<file path="src/rtl/cannon_pkg.sv">
// Shared types and sprite-size helpers for the cannon laser pool.
package cannon_pkg;

  typedef struct packed {
    logic       active;
    logic [9:0] x;
    logic [9:0] y;
  } laser_slot_t;

  function automatic int laser_w(input int scaling);
    return 1 * scaling;
  endfunction

  function automatic int laser_h(input int scaling);
    return 4 * scaling;
  endfunction

endpackage

</file>
<file path="src/rtl/laser_slot.sv">
// One laser slot: position state, hit latch, per-frame motion/retire and pixel compare.
module laser_slot
  import cannon_pkg::*;
#(
  parameter int CANNON_Y     = 470,
  parameter int UPPER_BORDER = 100,
  parameter int SCALING      = 4,
  parameter int LASER_SPEED  = 6
) (
  input  logic        clock,
  input  logic        reset_n,
  input  logic        tick,
  input  logic        load,
  input  logic [9:0]  load_x,
  input  logic        hit,
  input  logic [9:0]  hpos,
  input  logic [9:0]  vpos,
  output laser_slot_t slot,
  output logic        gfx
);

  localparam logic [10:0] RETIRE_Y = 11'(UPPER_BORDER + LASER_SPEED);
  localparam logic [10:0] W        = 11'(laser_w(SCALING));
  localparam logic [10:0] H        = 11'(laser_h(SCALING));

  laser_slot_t slot_reg;
  logic        hit_pending_reg;
  logic [10:0] h11, v11, x11, y11;

  always_ff @(posedge clock) begin
    if (!reset_n) begin
      slot_reg        <= '0;
      hit_pending_reg <= 1'b0;
    end else begin
      if (tick)
        hit_pending_reg <= 1'b0;
      else if (hit && slot_reg.active)
        hit_pending_reg <= 1'b1;

      if (tick) begin
        // A retired slot keeps its last x/y; only the active flag drops.
        if (slot_reg.active) begin
          if (hit_pending_reg || hit || ({1'b0, slot_reg.y} < RETIRE_Y))
            slot_reg.active <= 1'b0;
          else
            slot_reg.y <= slot_reg.y - 10'(LASER_SPEED);
        end else if (load) begin
          slot_reg <= '{active: 1'b1, x: load_x, y: 10'(CANNON_Y)};
        end
      end
    end
  end

  assign h11  = {1'b0, hpos};
  assign v11  = {1'b0, vpos};
  assign x11  = {1'b0, slot_reg.x};
  assign y11  = {1'b0, slot_reg.y};
  assign slot = slot_reg;
  assign gfx  = slot_reg.active && (h11 >= x11) && (h11 < x11 + W)
                                && (v11 >= y11) && (v11 < y11 + H);

endmodule

</file>
<file path="src/rtl/cannon_laser_pool.sv">
// Multi-shot laser manager: frame tick, shot latch, refire cooldown, slot allocation, gfx OR.
module cannon_laser_pool
  import cannon_pkg::*;
#(
  parameter int NUM_LASERS      = 4,
  parameter int CANNON_Y        = 470,
  parameter int UPPER_BORDER    = 100,
  parameter int SCALING         = 4,
  parameter int LASER_SPEED     = 6,
  parameter int COOLDOWN_FRAMES = 8
) (
  input  logic                     clock,
  input  logic                     reset_n,
  input  logic [9:0]               vpos,
  input  logic [9:0]               hpos,
  input  logic                     vsync,
  input  logic                     shoot,
  input  logic [9:0]               cannon_x,
  input  logic [NUM_LASERS-1:0]    hit_alien,
  output logic [NUM_LASERS-1:0]    laser_active,
  output logic [NUM_LASERS*10-1:0] laser_x,
  output logic [NUM_LASERS*10-1:0] laser_y,
  output logic                     laser_gfx,
  output logic                     fire_pulse
);

  localparam int CD_W = (COOLDOWN_FRAMES > 0) ? $clog2(COOLDOWN_FRAMES + 1) : 1;

  logic                  vsync_q_reg;
  logic                  vsync_armed_reg;
  logic                  shoot_pending_reg;
  logic                  fire_pulse_reg;
  logic [CD_W-1:0]       cooldown_reg;
  logic                  tick;
  logic                  fire;
  logic                  found;
  logic [NUM_LASERS-1:0] free_onehot;
  logic [NUM_LASERS-1:0] slot_gfx;

  // Armed only after vsync has been seen low, so a vsync already high at reset release is no edge.
  assign tick = vsync & ~vsync_q_reg & vsync_armed_reg;
  assign fire = tick & (shoot_pending_reg | shoot) & (cooldown_reg == '0) & ~(&laser_active);

  always_comb begin
    free_onehot = '0;
    found       = 1'b0;
    for (int i = 0; i < NUM_LASERS; i++) begin
      if (!laser_active[i] && !found) begin
        free_onehot[i] = 1'b1;
        found          = 1'b1;
      end
    end
  end

  always_ff @(posedge clock) begin
    if (!reset_n) begin
      vsync_q_reg       <= 1'b0;
      vsync_armed_reg   <= 1'b0;
      shoot_pending_reg <= 1'b0;
      fire_pulse_reg    <= 1'b0;
      cooldown_reg      <= '0;
    end else begin
      vsync_q_reg <= vsync;
      if (!vsync)
        vsync_armed_reg <= 1'b1;

      if (tick)
        shoot_pending_reg <= 1'b0;
      else if (shoot)
        shoot_pending_reg <= 1'b1;

      fire_pulse_reg <= fire;

      if (fire)
        cooldown_reg <= CD_W'(COOLDOWN_FRAMES);
      else if (tick && (cooldown_reg != '0))
        cooldown_reg <= cooldown_reg - 1'b1;
    end
  end

  genvar gi;
  generate
    for (gi = 0; gi < NUM_LASERS; gi++) begin : g_slot
      laser_slot_t slot;

      laser_slot #(
        .CANNON_Y    (CANNON_Y),
        .UPPER_BORDER(UPPER_BORDER),
        .SCALING     (SCALING),
        .LASER_SPEED (LASER_SPEED)
      ) u_slot (
        .clock  (clock),
        .reset_n(reset_n),
        .tick   (tick),
        .load   (fire & free_onehot[gi]),
        .load_x (cannon_x),
        .hit    (hit_alien[gi]),
        .hpos   (hpos),
        .vpos   (vpos),
        .slot   (slot),
        .gfx    (slot_gfx[gi])
      );

      assign laser_active[gi]       = slot.active;
      assign laser_x[gi*10 +: 10]   = slot.x;
      assign laser_y[gi*10 +: 10]   = slot.y;
    end
  endgenerate

  assign laser_gfx  = |slot_gfx;
  assign fire_pulse = fire_pulse_reg;

endmodule

</file>
<file path="config.mk">
export PLATFORM = sky130hd
export DESIGN_NAME = cannon_laser_pool
export DESIGN_NICKNAME = d
export VERILOG_FILES = /design/src/rtl/cannon_pkg.sv /design/src/rtl/laser_slot.sv /design/src/rtl/cannon_laser_pool.sv
export SDC_FILE = /design/constraint.sdc
export NUM_CORES = 1
export LEC_CHECK = 0
export ABC_AREA = 1
export BUFFER_PORTS_ARGS = -buffer_cell sky130_fd_sc_hd__buf_2
export CAP_MARGIN = 20
export CELL_PAD_IN_SITES_DETAIL_PLACEMENT = 1
export CELL_PAD_IN_SITES_GLOBAL_PLACEMENT = 1
export CORE_AREA = 2 2 121 170
export DETAILED_ROUTE_END_ITERATION = 10
export DIE_AREA = 0 0 123 172
export HOLD_SLACK_MARGIN = 0.06
export PLACE_DENSITY_LB_ADDON = 0.15
export SETUP_SLACK_MARGIN = 0.15
export SYNTH_ARGS = -nofsm -noshare
export SYNTH_HDL_FRONTEND = slang
export SYNTH_SLANG_ARGS = --single-unit
export TNS_END_PERCENT = 100
</file>
<file path="constraint.sdc">
create_clock -name clock -period 2.5 [get_ports clock]
set_clock_uncertainty 0.05 [all_clocks]
set_input_delay 0.25 -clock clock [delete_from_list [all_inputs] [get_ports clock]]
set_output_delay 0.25 -clock clock [all_outputs]
set_load 0.01 [all_outputs]
</file>
==> run metrics <==
Clock transition at path regs=0.07 ns; ANT cells=0; WS Path Type=reg2out; Core Area=19690 sq um; Detailed Place HPWL=22430 microns; mux cell area share after synthesis=0%; DRT Wirelength=28060 microns; Area Overhead vs Synth=22.62%; Antenna Nets Post-Route=0; Synth Area in Simple Gates=23.52%; CTS Hold Buffers Added=0; met2 wire len=15210 microns; largest family of logic cells by synthesized area=adder cells; max reg flops=80; most frequent cells in the layout=231 x nand2_1, 155 x ha_1, 146 x inv_1, 126 x a21oi_1, 117 x buf_2; sequential-to-total area share from yosys stat=22.79%; io pins=124; top cell type's share of synthesized area=24.46%; crit path from=g_slot[1].u_slot.slot[12]$_SDFFE_PN0P_; Rows=61; Multi-input gate area=5718 sq um; share of the clock period used by the worst path=113.4%; WL/cell=17.51 microns; Cell Pwr Density=362.3 nW/um^2; Hold Path End=vsync_armed_reg$_SDFFE_PN0N_; Reg area=1862 sq um; combinational share of power=20.6%; Max clock buf depth=2; status=finished with violations; fin. max-slew vios=0; r2r worst-path depth=10; DRT Pass-1 Iters=4; Req. time, crit path=2.20 ns; WHS=0.1034 ns; Peak VDD IR=0.2799 mV; starting density of the core=41.04%; Die H=172 microns; CTS tree=built; die area=21160 sq um; Distinct cells, synth=39; worst min path class=in2reg; Switching Fraction=32.03%; top area cells in the synthesized netlist=ha_1 24%, dfxtp_1 23%, nand2_1 11%; switching pwr=1.150 mW; Synth Area in Compound Gates=16.13%; drc violations=0; cell taking the most area after synthesis=ha_1; most common cell after layout, fill and taps aside=nand2_1; crit start category=flip-flop; flop2flop setup slack=0.35 ns; filler cell count=2630; RSZ-0062 raised after global routing=yes; GRT overflow=0; IO buf count=118; Final GP Congestion=0.8396; first-pass GRT wire length=43770 microns; vias in the first global route=8835; largest net degree at the start of global routing=62; antenna violations before repair=0; Util after Layout=50.32%; Critical R2R Launch=cooldown_reg[0]$_SDFFE_PP0P_; final setup vio count=1; via count=8504; Flop pwr share=42.1%; highest metal used=met4; vias per cell=5.308; fmax=0.3528 GHz; M1 WL=11030 microns; clock share of power=37.2%; failing checks=setup timing; detailed route wirelength on metal3=836 microns; FF-to-FF End=g_slot[3].u_slot.slot[11]$_SDFFE_PN0P_; leakage=4.677 nW; critical path capture point type=primary output; Hold Path Stages=2; H-tree levels=3; adder-cell share of the synthesized area=24.46%; Int Pwr=2.440 mW; gr usage total=26.67%; Avg Cell Area, Syn=6.961 sq um; final hold vios=0; total chip power=3.590 mW; CP max FO=3; clock tree sinks=92; width of the die=123 microns; post-synthesis cell area=8082 sq um; arrival time of the worst setup path=2.53 ns; CTS buffer count=9; Gate Count Post-Synth=1161; Post-Synth XOR/XNOR Area=4.660%; Yosys warning count=0; synthesis-stage register bit count=92; share of cells above drive strength 1=19.33%; Hold Startpoint=vsync; Starting DRT DRC Count=291; Tmin final=2.834 ns; nets=1541; Root Buffer=clkbuf_16; max-cap check violation count=0; Final WS setup=-0.3345 ns; Worst-Skew Late Latency=0.36 ns
==> Yosys cell counts <==
master and n:
a211oi_1 3, a211oi_2 1, a21boi_0 3, a21o_1 8, a21oi_1 127, a21oi_4 1
a31oi_1 5, buf_2 1, buf_4 4, clkbuf_1 17, clkbuf_2 1, clkinv_1 1
conb_1 1, dfxtp_1 92, ha_1 158, inv_1 149, inv_2 3, nand2_1 233
nand2_2 4, nand3_1 49, nand3_2 2, nand3b_1 7, nand4_1 11, nor2_1 105
nor2_2 1, nor3_1 31, nor3b_1 2, nor4_1 5, o2111ai_1 1, o211ai_1 6
o21a_1 6, o21ai_0 61, o21ai_1 9, o21bai_1 2, o22ai_1 5, o31ai_1 1
or2_2 2, xnor2_1 8, xor2_1 35
==> cell families after synthesis <==
family	count (synthesis)
compound gates	239
other cells	1
buf+inv	176
flops	92
simple gates	452
fa+ha+maj	158
xor+xnor	43
==> repair_timing <==
action                     4_1_cts  5_1_grt
pin swaps                       15       18
buffers inserted                 0        5
cloned                           0        0
setup endpoints to repair        1        1
gates resized for setup         22       29
==> worst max path at each step <==
stage                end  depth (start not counted)  slack, ns
2_1_floorplan  laser_gfx                         14       0.20
3_3_place_gp   laser_gfx                         14      -0.08
3_5_place_dp   laser_gfx                         14      -0.09
4_1_cts        laser_gfx                         15      -0.37
5_1_grt        laser_gfx                         17      -0.56
6_report       laser_gfx                         15      -0.33
==> through the flow <==
step | instances | instance area, sq um | setup slack (ns) | setup TNS (ns)
after floorplan | 1164 | 8093 | 0.2044 | 0
after global placement | 1581 | 9433 | -0.08428 | -0.08428
after detailed placement | 1581 | 9433 | -0.08545 | -0.08545
after CTS | 1597 | 9776 | -0.3741 | -0.3741
after global routing | 1602 | 9910 | -0.5649 | -0.5649
final | 1602 | 9910 | -0.3345 | -0.3345
==> power groups by stage <==
stage,combinational (mW),sequential [mW],clock [mW]
final,0.740,1.51,1.34
after global routing,0.841,1.52,1.41
after CTS,0.734,1.52,1.36
after detailed placement,0.728,1.55,0
after global placement,0.696,1.55,0
after floorplan,0.431,1.56,0
==> metal layers <==
layer,vias up,GRT usage [%]
li1,4227,-
met1,4084,28.03
met2,148,52.56
met3,45,2.770
met4,0,11.17
met5,-,0
==> layout make-up <==
class | instances | share of cell area, %
well taps | 252 | 3.182
flip-flops and latches | 92 | 18.79
clock buffers | 9 | 2.273
multi-input cells | 896 | 57.70
repair buffers | 193 | 11.79
inverters | 153 | 5.821
clock inverters | 7 | 0.4419
==> worst max-delay path, cell delays in order, from the launching register on <==
cell and delay (ns):
dfxtp_4 0.37, ha_4 0.14, nand2_1 0.07, nor2_2 0.15, nand3_2 0.09, xor2_1 0.15
ha_1 0.33, a21oi_2 0.14, nand3b_1 0.13, nand2_1 0.06, inv_1 0.05, nand2_1 0.04
nor2_1 0.08, nand3_1 0.12, nand4_1 0.11, buf_4 0.13
(Power assumes the default switching activity.)
